`src/rtl/trace_capture_buffer.sv`:
```
// Trigger-based capture of writeback events into a circular buffer,
// drained oldest-first over a valid/ready stream.
module trace_capture_buffer #(
    parameter int DATA_W    = 32,
    parameter int ADDR_W    = 5,
    parameter int DEPTH     = 16,
    parameter int POST_TRIG = 4
) (
    input  logic                     i_clk,
    input  logic                     i_rst,
    input  logic                     i_arm,
    input  logic                     i_mode,
    input  logic                     i_trig,
    input  logic                     i_cap_valid,
    input  logic [DATA_W-1:0]        i_cap_pc,
    input  logic [ADDR_W-1:0]        i_cap_rd,
    input  logic [DATA_W-1:0]        i_cap_wdata,
    output logic                     o_rd_valid,
    input  logic                     i_rd_ready,
    output logic [DATA_W-1:0]        o_rd_pc,
    output logic [ADDR_W-1:0]        o_rd_rd,
    output logic [DATA_W-1:0]        o_rd_wdata,
    output logic                     o_rd_last,
    output logic [1:0]               o_state,
    output logic [$clog2(DEPTH):0]   o_count,
    output logic                     o_overflow,
    output logic                     o_done
);

    localparam int PTR_W = $clog2(DEPTH);
    localparam int CNT_W = PTR_W + 1;
    localparam int REC_W = 2 * DATA_W + ADDR_W;
    localparam int PST_W = $clog2(POST_TRIG + 2);

    typedef enum logic [1:0] {
        S_IDLE    = 2'd0,
        S_CAPTURE = 2'd1,
        S_POST    = 2'd2,
        S_DRAIN   = 2'd3
    } state_t;

    state_t             state_q, state_d;
    logic               mode_q, mode_d;
    logic [PTR_W-1:0]   wr_ptr_q, wr_ptr_d;
    logic [PTR_W-1:0]   rd_ptr_q, rd_ptr_d;
    logic [CNT_W-1:0]   count_q, count_d;
    logic [CNT_W-1:0]   remaining_q, remaining_d;
    logic [PST_W-1:0]   post_cnt_q, post_cnt_d;
    logic               overflow_q, overflow_d;
    logic               prime_q, prime_d;
    logic               rd_valid_q, rd_valid_d;
    logic               rd_last_q, rd_last_d;
    logic               done_q, done_d;
    logic [REC_W-1:0]   rd_rec_q;

    logic               cap_we;
    logic               full;
    logic               rd_load;
    logic [PTR_W-1:0]   rd_addr;

    logic [REC_W-1:0]   mem [DEPTH];

    always_comb begin
        state_d     = state_q;
        mode_d      = mode_q;
        wr_ptr_d    = wr_ptr_q;
        rd_ptr_d    = rd_ptr_q;
        count_d     = count_q;
        remaining_d = remaining_q;
        post_cnt_d  = post_cnt_q;
        overflow_d  = overflow_q;
        prime_d     = 1'b0;
        rd_valid_d  = rd_valid_q;
        rd_last_d   = rd_last_q;
        done_d      = 1'b0;
        rd_addr     = rd_ptr_q;
        rd_load     = (state_q == S_DRAIN);
        cap_we      = i_cap_valid && ((state_q == S_CAPTURE) || (state_q == S_POST));
        full        = (count_q == CNT_W'(DEPTH));

        // A write into a full buffer displaces the oldest record (mode 1 only;
        // mode 0 leaves CAPTURE on the write that fills it).
        if (cap_we) begin
            wr_ptr_d = wr_ptr_q + PTR_W'(1);
            if (!full) begin
                count_d = count_q + CNT_W'(1);
            end else if (mode_q) begin
                overflow_d = 1'b1;
            end
        end

        case (state_q)
            S_IDLE: begin
                if (i_arm) begin
                    state_d    = S_CAPTURE;
                    mode_d     = i_mode;
                    wr_ptr_d   = '0;
                    rd_ptr_d   = '0;
                    count_d    = '0;
                    post_cnt_d = '0;
                    overflow_d = 1'b0;
                end
            end
            S_CAPTURE: begin
                if (!mode_q) begin
                    if ((cap_we && (count_q == CNT_W'(DEPTH - 1))) || i_trig) begin
                        state_d = S_DRAIN;
                    end
                end else if (i_trig) begin
                    if (POST_TRIG == 0) begin
                        state_d = S_DRAIN;
                    end else begin
                        state_d    = S_POST;
                        post_cnt_d = PST_W'(POST_TRIG);
                    end
                end
            end
            S_POST: begin
                if (cap_we) begin
                    post_cnt_d = post_cnt_q - PST_W'(1);
                    if (post_cnt_q == PST_W'(1)) begin
                        state_d = S_DRAIN;
                    end
                end
            end
            S_DRAIN: begin
                // First DRAIN cycle primes the read register at the oldest record.
                if (prime_q) begin
                    rd_valid_d = (remaining_q != '0);
                    rd_last_d  = (remaining_q == CNT_W'(1));
                    if (remaining_q == '0) begin
                        done_d  = 1'b1;
                        state_d = S_IDLE;
                    end
                end else if (rd_valid_q && i_rd_ready) begin
                    rd_ptr_d    = rd_ptr_q + PTR_W'(1);
                    rd_addr     = rd_ptr_d;
                    remaining_d = remaining_q - CNT_W'(1);
                    rd_valid_d  = (remaining_q > CNT_W'(1));
                    rd_last_d   = (remaining_q == CNT_W'(2));
                    if (rd_last_q) begin
                        done_d  = 1'b1;
                        state_d = S_IDLE;
                    end
                end
            end
            default: state_d = S_IDLE;
        endcase

        // When full the write pointer sits on the oldest record.
        if ((state_q != S_DRAIN) && (state_d == S_DRAIN)) begin
            rd_ptr_d    = (count_d == CNT_W'(DEPTH)) ? wr_ptr_d : '0;
            remaining_d = count_d;
            prime_d     = 1'b1;
        end
    end

    always_ff @(posedge i_clk or posedge i_rst) begin
        if (i_rst) begin
            state_q     <= S_IDLE;
            mode_q      <= 1'b0;
            wr_ptr_q    <= '0;
            rd_ptr_q    <= '0;
            count_q     <= '0;
            remaining_q <= '0;
            post_cnt_q  <= '0;
            overflow_q  <= 1'b0;
            prime_q     <= 1'b0;
            rd_valid_q  <= 1'b0;
            rd_last_q   <= 1'b0;
            done_q      <= 1'b0;
        end else begin
            state_q     <= state_d;
            mode_q      <= mode_d;
            wr_ptr_q    <= wr_ptr_d;
            rd_ptr_q    <= rd_ptr_d;
            count_q     <= count_d;
            remaining_q <= remaining_d;
            post_cnt_q  <= post_cnt_d;
            overflow_q  <= overflow_d;
            prime_q     <= prime_d;
            rd_valid_q  <= rd_valid_d;
            rd_last_q   <= rd_last_d;
            done_q      <= done_d;
        end
    end

    always_ff @(posedge i_clk) begin
        if (cap_we) begin
            mem[wr_ptr_q] <= {i_cap_pc, i_cap_rd, i_cap_wdata};
        end
    end

    always_ff @(posedge i_clk or posedge i_rst) begin
        if (i_rst) begin
            rd_rec_q <= '0;
        end else if (rd_load) begin
            rd_rec_q <= mem[rd_addr];
        end
    end

    assign o_rd_valid = rd_valid_q;
    assign o_rd_last  = rd_last_q;
    assign o_rd_pc    = rd_rec_q[REC_W-1 -: DATA_W];
    assign o_rd_rd    = rd_rec_q[DATA_W +: ADDR_W];
    assign o_rd_wdata = rd_rec_q[DATA_W-1:0];
    assign o_state    = state_q;
    assign o_count    = count_q;
    assign o_overflow = overflow_q;
    assign o_done     = done_q;

endmodule

```
`config.mk`:
```
export PLATFORM = sky130hd
export DESIGN_NAME = trace_capture_buffer
export DESIGN_NICKNAME = d
export VERILOG_FILES = /design/src/rtl/trace_capture_buffer.sv
export SDC_FILE = /design/constraint.sdc
export NUM_CORES = 1
export LEC_CHECK = 0
export BUFFER_PORTS_ARGS = -buffer_cell sky130_fd_sc_hd__buf_2
export CORE_MARGIN = 4
export CORE_UTILIZATION = 57
export DETAILED_ROUTE_END_ITERATION = 16
export PLACE_DENSITY = 0.77
export SYNTH_ARGS = -nofsm -noshare
export SYNTH_HDL_FRONTEND = slang
export SYNTH_SLANG_ARGS = --single-unit
```
`constraint.sdc`:
```
create_clock -name i_clk -period 3.45 [get_ports i_clk]
set_input_delay 0.345 -clock i_clk [delete_from_list [all_inputs] [get_ports i_clk]]
set_output_delay 0.345 -clock i_clk [all_outputs]
set_load 0.02 [all_outputs]
```
-- Yosys cells after proc, flatten, opt, wreduce, memory -nomap -nowiden
Memories as Yosys holds them, arrays and structs flattened. A register that Yosys moved wholly into a read port is not among the register bits.
Cells that the tools add are included.
- bits in registers: 29
- bits in writable memories: 1104
- input bits: 76
- output and inout bits: 80
- memories kept: 1
- memory list (name ; words ; bits a word ; read ports ; clocked after Yosys merged registers in ; write ports ; RTL line ; RTL):
    mem ; 16 ; 69 ; 1 ; 1 ; 1 ; 61 ; logic [REC_W-1:0] mem [DEPTH];
- $add $sub $neg: 5
- order comparisons: 1
- eq/ne operators: 17
- multiplexer cells: 51
- reductions and logical operators: 19
- operators with widths (operator ; count):
    5-bit 2-to-1 mux ; 8
    4-bit 2-to-1 mux ; 9
    2-bit 2-to-1 mux ; 10
    1-bit 2-to-1 mux ; 17
    3-bit 2-to-1 mux ; 4
    5-bit equality test, second input constant ; 2
    2-bit inequality test, second input constant ; 5
    3-bit case mux with 3 select lines ; 1
    4-bit by 1-bit adder with 4-bit output, second input constant ; 2
    2-bit case mux with 4 select lines ; 1
    4-bit case mux with 2 select lines ; 1
    2-bit equality test, second input constant ; 3
    2-bit AND reduction ; 3
    2-bit nonzero test ; 3
    3-bit nonzero test ; 2
    5-bit by 1-bit adder with 5-bit output, second input constant ; 1
    5-bit by 1-bit equality test with 1-bit output, second input constant ; 1
    5-bit by 2-bit equality test with 1-bit output, second input constant ; 1
    5-bit by 4-bit equality test with 1-bit output, second input constant ; 1
    5-bit by 1-bit > comparator with 1-bit output, second input constant ; 1
    5-bit logical NOT ; 1
    5-bit AND reduction ; 1
    5-bit nonzero test ; 1
    5-bit by 1-bit subtractor with 5-bit output, second input constant ; 1
    other kinds (9) ; 13

-- Longest topological paths before layout
Gate-level depths: netlist of the first run.
- word-level depth: 12
- depth in mapped cells: 11
- mapped depth without buffers: 9

-- Worst setup path before layout of the first run
Ideal clock, no wire load.
- path type: reg-to-reg
- from: reg state_q[0], in the netlist o_state[0]
- to: mem mem[10][0] (netlist bit) (enable)
- arrival time: 3.193 ns
- path slack: -0.177 ns
- cell stages (with the launch flop): 7
- path buffers: 1
- cell sequence: dfrtp_1 inv_1 ha_1 buf_2 nand2_2 nor3b_1 and2_1
- longest elaborated chain between the ends: 5
- elaborated cells on any way between the ends: 6
- classes of those cells: eq/ne: 2; mux: 2; reduce/logical: 2
- ends and longest elaborated chain (element ; RTL line ; RTL):
    start: declaration ; 42 ; state_t state_q, state_d;
    start signal: assignment ; 173 ; state_q <= state_d;
    2-bit by 1-bit equality test with 1-bit output / 2-bit equality test (equally long branches) ; 78 ; cap_we = i_cap_valid && ((state_q == S_CAPTURE) || (state_q == S_POST));
    1-bit logical OR * ; 78 ;
    1-bit logical AND * ; 78 ;
    1-bit 2-to-1 mux * ; 189 ; if (cap_we) begin
    1-bit 2-to-1 mux (not written as such) * ; 190 ; mem[wr_ptr_q] <= {i_cap_pc, i_cap_rd, i_cap_wdata};
    end: declaration ; 61 ;
Mark *: on every way between the ends. The rest lies on a longest branch, timed or not.

-- Worst setup path after layout of the first run
- from: reg state_q[0], in the netlist o_state[0]
- to: mem mem[0][54] (netlist bit) (enable)
Same word-level chain as after synthesis.

==> impl_metrics.tcl, run 1 <==
set metrics [dict create \
    placementRows 116 \
    synth-compound-area-share 0.108 \
    tritoncts "yes" \
    antenna_found_initial 5 \
    routabilityCongestion 0.783 \
    leakage_nw 22.5 \
    max_clock_freq_ghz 0.326 \
    yosys.area_share.simple 0.0469 \
    grtUsageTotal 0.281 \
    yosys.area_share.adder 0.00431 \
    first_iter_violations 4204 \
    slowest_stage "and2_4" \
    post-place-ws_ps 257 \
    synth_edf_count 1104 \
    rsz0062_at_grt "false" \
    fin_crit_sh 0.890 \
    final_layout_size_suffix_gt1_frac 0.145 \
    period_minus_slack_ps 3070 \
    max_stage_delay_ps 580 \
    clock-sinks 1202 \
    power_density_mw_per_mm2 784 \
    status "completed" \
    mostFrequentLayoutCell "edfxtp_1" \
    worstPathCellList "inv_1, ha_1, nand2_2, nor3_1, and2_4, buf_4" \
    worstSetupPathType "reg2reg" \
    synth_top_area_share 0.571 \
    grt_pass1_wl_mm 231 \
    layout_common_cells "1104 x edfxtp_1, 966 x mux2i_1, 276 x a211oi_1, 276 x nor2b_1, 206 x a221oi_1" \
    slew-limit-headroom 0.315 \
    clockBufferDepth 3 \
    grt_start_max_net_pins 155 \
    synth.area.mux_share 0.194 \
    clkTransAtPathRegs_ps 60 \
    setup_viol 0 \
    wirelength_mm 154 \
    grt_pass1_vias 37600 \
    fin_cells 5485 \
    final-max-slew-violation-count 0 \
    clockRootBuffer "clkbuf_16" \
    wl_per_cell_um 28.1 \
    hp-class "in2reg" \
    ff2ff_setup_slack_ps 380 \
    vdd_drop_max_v 0.000602 \
    drtPass1Iterations 6 \
    synth.avg_cell_area_um2 14.9 \
    top_usage_layer "met2" \
    worst_pin_slew_ps 1030 \
    clock_latency_ps 700 \
    synth_top_family_by_area "multiplexers" \
    use_met2 0.474 \
    dpl.hpwl_mm 82.3 \
    nets 4114 \
    grt-ovfl-total 0 \
    met1_usage 0.375 \
    synth_nets 3993 \
    setup_slack_ps 379 \
    ant_nets 0 \
    io_buffers 155 \
    syn_inst 3897 \
    n_fill_cell 6982 \
    required_ps 3820 \
    core_area_mm2 0.101 \
    setup_tns_ps 0 \
    synth_area_leaders "edfxtp_1 57%, mux2i_1 17%, dfrtp_1 4.2%" \
    synth-main-ff-cell "edfxtp_1" \
    met3_usage 0.0396 \
    yosysUniqueCellTypes 61 \
    hold_viol 0 \
    cp-start-kind "flip-flop" \
    synth-seq-cells 1202 \
    crit_arrival_ps 3440 \
    cp_max_fo 19 \
    die-width_um 327 \
    synthesis.area_mm2 0.0580 \
    synthXorXnorAreaFrac 0.00136 \
    cts-buffers-inserted 119 \
    drt-vias-per-instance 6.83 \
    area_delta_synth_final_pct 13.0 \
    synth-seq-area-share 0.614 \
    crit_path_end_kind "flip-flop" \
    finalClockSkew_ps 28.2 \
    synth_top_cell_by_area "edfxtp_1" \
    max_cap_viol_count 0 \
    place_inst 5197 \
    htree_levels 3 \
    remaining_drc_errors 0 \
    io_pins 156 \
    initial_core_util 0.577 \
    dieHeight_um 327 \
    vias 37500 \
    synth-async-reset-ratio 0.0815 \
    dieArea_mm2 0.107 \
    ys_warn_count 0 \
]
==> synth_stat cells (26+ instances only) <==
| cell type | n |
|---|---|
| edfxtp_1 | 1104 |
| mux2i_1 | 966 |
| a211oi_1 | 276 |
| nor2b_1 | 276 |
| clkbuf_1 | 236 |
| a221oi_1 | 206 |
| dfrtp_1 | 98 |
| a2111oi_0 | 70 |
| mux4_2 | 70 |
| nor4_1 | 70 |
| o22ai_1 | 70 |
| o221ai_1 | 69 |
| o21ai_0 | 56 |
| buf_2 | 51 |
| buf_6 | 35 |
| o21ai_1 | 26 |
==> layer usage <==
layer,wire length [µm],vias up
met5,0,-
met4,5500,0
met3,12900,402
met2,75300,1855
met1,60300,19000
li1,-,16200
==> flip-flops by register name (all words and copies together) (netlist names), 2 cells and up <==
register	flops
remaining_q	5
rd_ptr_q	4
mem	1104
post_cnt_q	3
wr_ptr_q	4
o_state	2
rd_rec_q	69
o_count	5
==> cell type report <==
cell class                      instances  area (µm²)  share of cell area
Clock inverter                         69         737              0.0112
Clock buffer                          155        3310              0.0504
Inverter                               17        68.8             0.00105
Antenna cell                            7        17.5            0.000267
Sequential cell                      1202       35600               0.543
Timing Repair Buffer                  353        3410              0.0520
Multi-Input combinational cell       2325       20700               0.316
Tap cell                             1357        1700              0.0259
==> where the power goes <==
part / internal, mW / total (mW) / switching, mW / leakage [nW]
clock network: 7.78 / 13.3 / 5.53 / 1.97
logic: 8.17 / 19.8 / 11.6 / 9.43
registers: 17.4 / 18.4 / 0.966 / 11.1
==> worst max-delay path: cells and delay by family, from the launching register on <==
family | cells | cell delay, ps
AND/OR/NAND/NOR | 3 | 1220
buffers and inverters | 2 | 510
flip-flops | 1 | 530
adder cells (fa/ha/maj) | 1 | 490
==> through the flow <==
stage                     power, mW  hold slack [ps]  utilization  instance area (µm²)
final                          51.4             34.5        0.652                65600
after floorplan                32.6              444            -                58000
after CTS                      51.4             1.92        0.651                65500
after global routing           53.5             29.1        0.652                65500
after detailed placement       38.1              489        0.606                60900
after global placement         37.7              478        0.606                60900
==> what timing repair did <==
item	4_1_cts	5_1_grt
resized for setup	0	0
buffers inserted	0	3
hold endpoints to repair	701	0
setup endpoints to repair	0	5
hold buffers	54	0
==> worst paths after layout <==
path / start / endpoint / cells past startpoint
worst max-delay path: o_state[0] / mem[0][54] / 6
worst min-delay path: i_cap_wdata[4] / mem[10][4] / 1
worst max register to register: o_state[0] / mem[0][54] / 6
worst min register to register: o_overflow / o_overflow / 2
max in group asynchronous: i_rst / rd_rec_q[25] / 4
min in group asynchronous: i_rst / rd_rec_q[64] / 3
==> cells by family (layout without fill, tap and decap cells) <==
family,after synthesis,count (layout)
AO/OA/AOI/OAI,810,810
XOR/XNOR,9,9
adder cells (fa/ha/maj),20,20
buffers and inverters,370,594
flip-flops,1202,1202
multiplexers,1039,1039
other,0,7
AND/OR/NAND/NOR,447,447
Power figures use the tool's default switching activity.
==> run 2, diff against run 1 <==
--- a/config.mk
+++ b/config.mk
@@ -7,9 +7,8 @@
 export LEC_CHECK = 0
 export BUFFER_PORTS_ARGS = -buffer_cell sky130_fd_sc_hd__buf_2
 export CORE_MARGIN = 4
-export CORE_UTILIZATION = 57
+export CORE_UTILIZATION = 38
 export DETAILED_ROUTE_END_ITERATION = 16
-export PLACE_DENSITY = 0.77
 export SYNTH_ARGS = -nofsm -noshare
 export SYNTH_HDL_FRONTEND = slang
 export SYNTH_SLANG_ARGS = --single-unit
==> constraint.sdc (replaced) <==
create_clock -name i_clk -period 3.45 [get_ports i_clk]
set_input_delay 1.035 -clock i_clk [delete_from_list [all_inputs] [get_ports i_clk]]
set_output_delay 1.035 -clock i_clk [all_outputs]
set_load 0.02 [all_outputs]
==> impl_metrics.tcl, run 2 (synthesis gave the netlist of run 1 again) <==
set metrics [dict create \
    status "completed" \
    crit-reg2reg-launch "o_state[0]" \
    setup_viol 0 \
    core_area_mm2 0.152 \
    placementRows 143 \
    remaining_drc_errors 0 \
    seqPwrFrac 0.351 \
    vias 36700 \
    antenna_found_initial 29 \
    wl_per_cell_um 27.2 \
    wirelength_mm 167 \
    n_fill_cell 13300 \
    clockRootBuffer "clkbuf_16" \
    final_layout_size_suffix_gt1_frac 0.153 \
    fin_crit_sh 0.902 \
    worstSetupPathType "reg2reg" \
    required_ps 3880 \
    drt-vias-per-instance 5.96 \
    first_iter_violations 2775 \
    hold_viol 0 \
    power_density_mw_per_mm2 790 \
    fin_area_mm2 0.0665 \
    grt_pass1_wl_mm 244 \
    worstReg2RegEnd "mem[0][45]" \
    mostFrequentLayoutCell "edfxtp_1" \
    grt_start_max_net_pins 144 \
    die-width_um 399 \
    nets 4101 \
    clock-sinks 1202 \
    hold_buffers 0 \
    tritoncts "yes" \
    fin_cells 6160 \
    seq_area_mm2 0.0356 \
    cp_max_fo 15 \
    htree_levels 4 \
    grt_pass1_vias 36700 \
    multiInputGateArea_mm2 0.0207 \
    max_clock_freq_ghz 0.321 \
    clkTransAtPathRegs_ps 60 \
    place_inst 5897 \
    dpl_cell_area_mm2 0.0621 \
    rsz0062_at_grt "false" \
    clkPwrFrac 0.267 \
    p_int_mw 33.8 \
    dpl.hpwl_mm 93.8 \
    io_pins 156 \
    reg2regPathDepth 6 \
    initial_core_util 0.382 \
    dieArea_mm2 0.159 \
    swShare 0.356 \
    clock_latency_ps 760 \
    final-max-slew-violation-count 0 \
    period_minus_slack_ps 3110 \
    grt-ovfl-total 0 \
    dieHeight_um 399 \
    grtUsageTotal 0.206 \
    cts-buffers-inserted 136 \
    top_regs "mem: 1104 flops, rd_rec_q: 69 flops" \
    largest_reg_flops 1104 \
    area_delta_synth_final_pct 14.6 \
    setup_tns_ps 0 \
    worst_pin_slew_ps 1040 \
    crit_path_end_kind "flip-flop" \
    ff2ff_setup_slack_ps 340 \
    finalClockSkew_ps 27.8 \
    max_cap_viol_count 0 \
    io_buffers 155 \
    layout_common_cells "1104 x edfxtp_1, 966 x mux2i_1, 276 x a211oi_1, 276 x nor2b_1, 206 x a221oi_1" \
    slew-limit-headroom 0.307 \
    cp-start-kind "flip-flop" \
    routabilityCongestion 0.776 \
    post_cts_buffers 0 \
    ant_nets 0 \
    post_cts_resize_count 0 \
    clockBufferDepth 3 \
    comb_power_share 0.381 \
    hp-class "in2async" \
    drtPass1Iterations 5 \
    leakage_nw 22.6 \
    crit_arrival_ps 3540 \
    switchingPower_mw 18.7 \
    top_register "mem" \
    vdd_drop_max_v 0.000701 \
]
-- run 2: cell types whose count changed in the layout (fill, tap and decap cells not counted), moves of 3 or more --
cell | previous run | this run
dlygate4sd3_1 | 54 | 0
clkbuf_16 | 122 | 141
clkbuf_1 | 20 | 36
buf_12 | 81 | 95
buf_4 | 63 | 73
bufinv_16 | 14 | 6
diode_2 | 7 | 15
clkinvlp_4 | 10 | 3
inv_6 | 3 | 6
-- run 2: final cells by class --
class,count,area share
Antenna cell,15,0.000564
Tap cell,2030,0.0382
Multi-Input combinational cell,2325,0.311
Timing Repair Buffer,323,0.0485
Clock buffer,188,0.0574
Inverter,17,0.00102
Clock inverter,60,0.00754
Sequential cell,1202,0.535
-- run 2: stage by stage --
stage               setup WS, ps  power (mW)  hold slack (ps)  utilization
floorplan                    571        32.6              466            -
global placement             202        38.6              476        0.409
detailed placement           154        38.7              491        0.409
CTS                          316        52.8              472        0.438
global route                 170        54.9              485        0.438
finish                       339        52.5              476        0.438
-- run 2: routing by layer --
layer | up-vias | global-route usage | share of wire
met2 | 1211 | 0.332 | 0.47
met4 | 12 | 0.0746 | 0.034
met1 | 19000 | 0.279 | 0.44
met5 | - | 0 | 0.00050
li1 | 16200 | - | -
met3 | 330 | 0.0393 | 0.062
-- run 2: power by group through the flow --
stage	logic [mW]	registers, mW	clock network [mW]
floorplan	13.9	18.7	0
global placement	19.8	18.7	0
detailed placement	20.0	18.8	0
CTS	20.0	18.5	14.3
global route	21.4	18.6	15.0
finish	20.0	18.5	14.0
-- run 2: how the worst max path moves through the flow --
stage | to | slack, ps | from
final | mem[0][45] | 340 | o_state[0]
after global routing | mem[0][45] | 170 | o_state[0]
after CTS | mem[0][45] | 320 | o_state[0]
after detailed placement | rd_rec_q[52] | 150 | i_rd_ready
after global placement | rd_rec_q[48] | 200 | i_rd_ready
after floorplan | mem[10][0] | 570 | o_state[0]
-- run 2: worst max-delay path: stages (launching register included) --
cell and delay, ps:
dfrtp_1 560, inv_1 150, ha_1 480, nand2_2 220, nor3_1 460, and2_4 550, buf_4 350
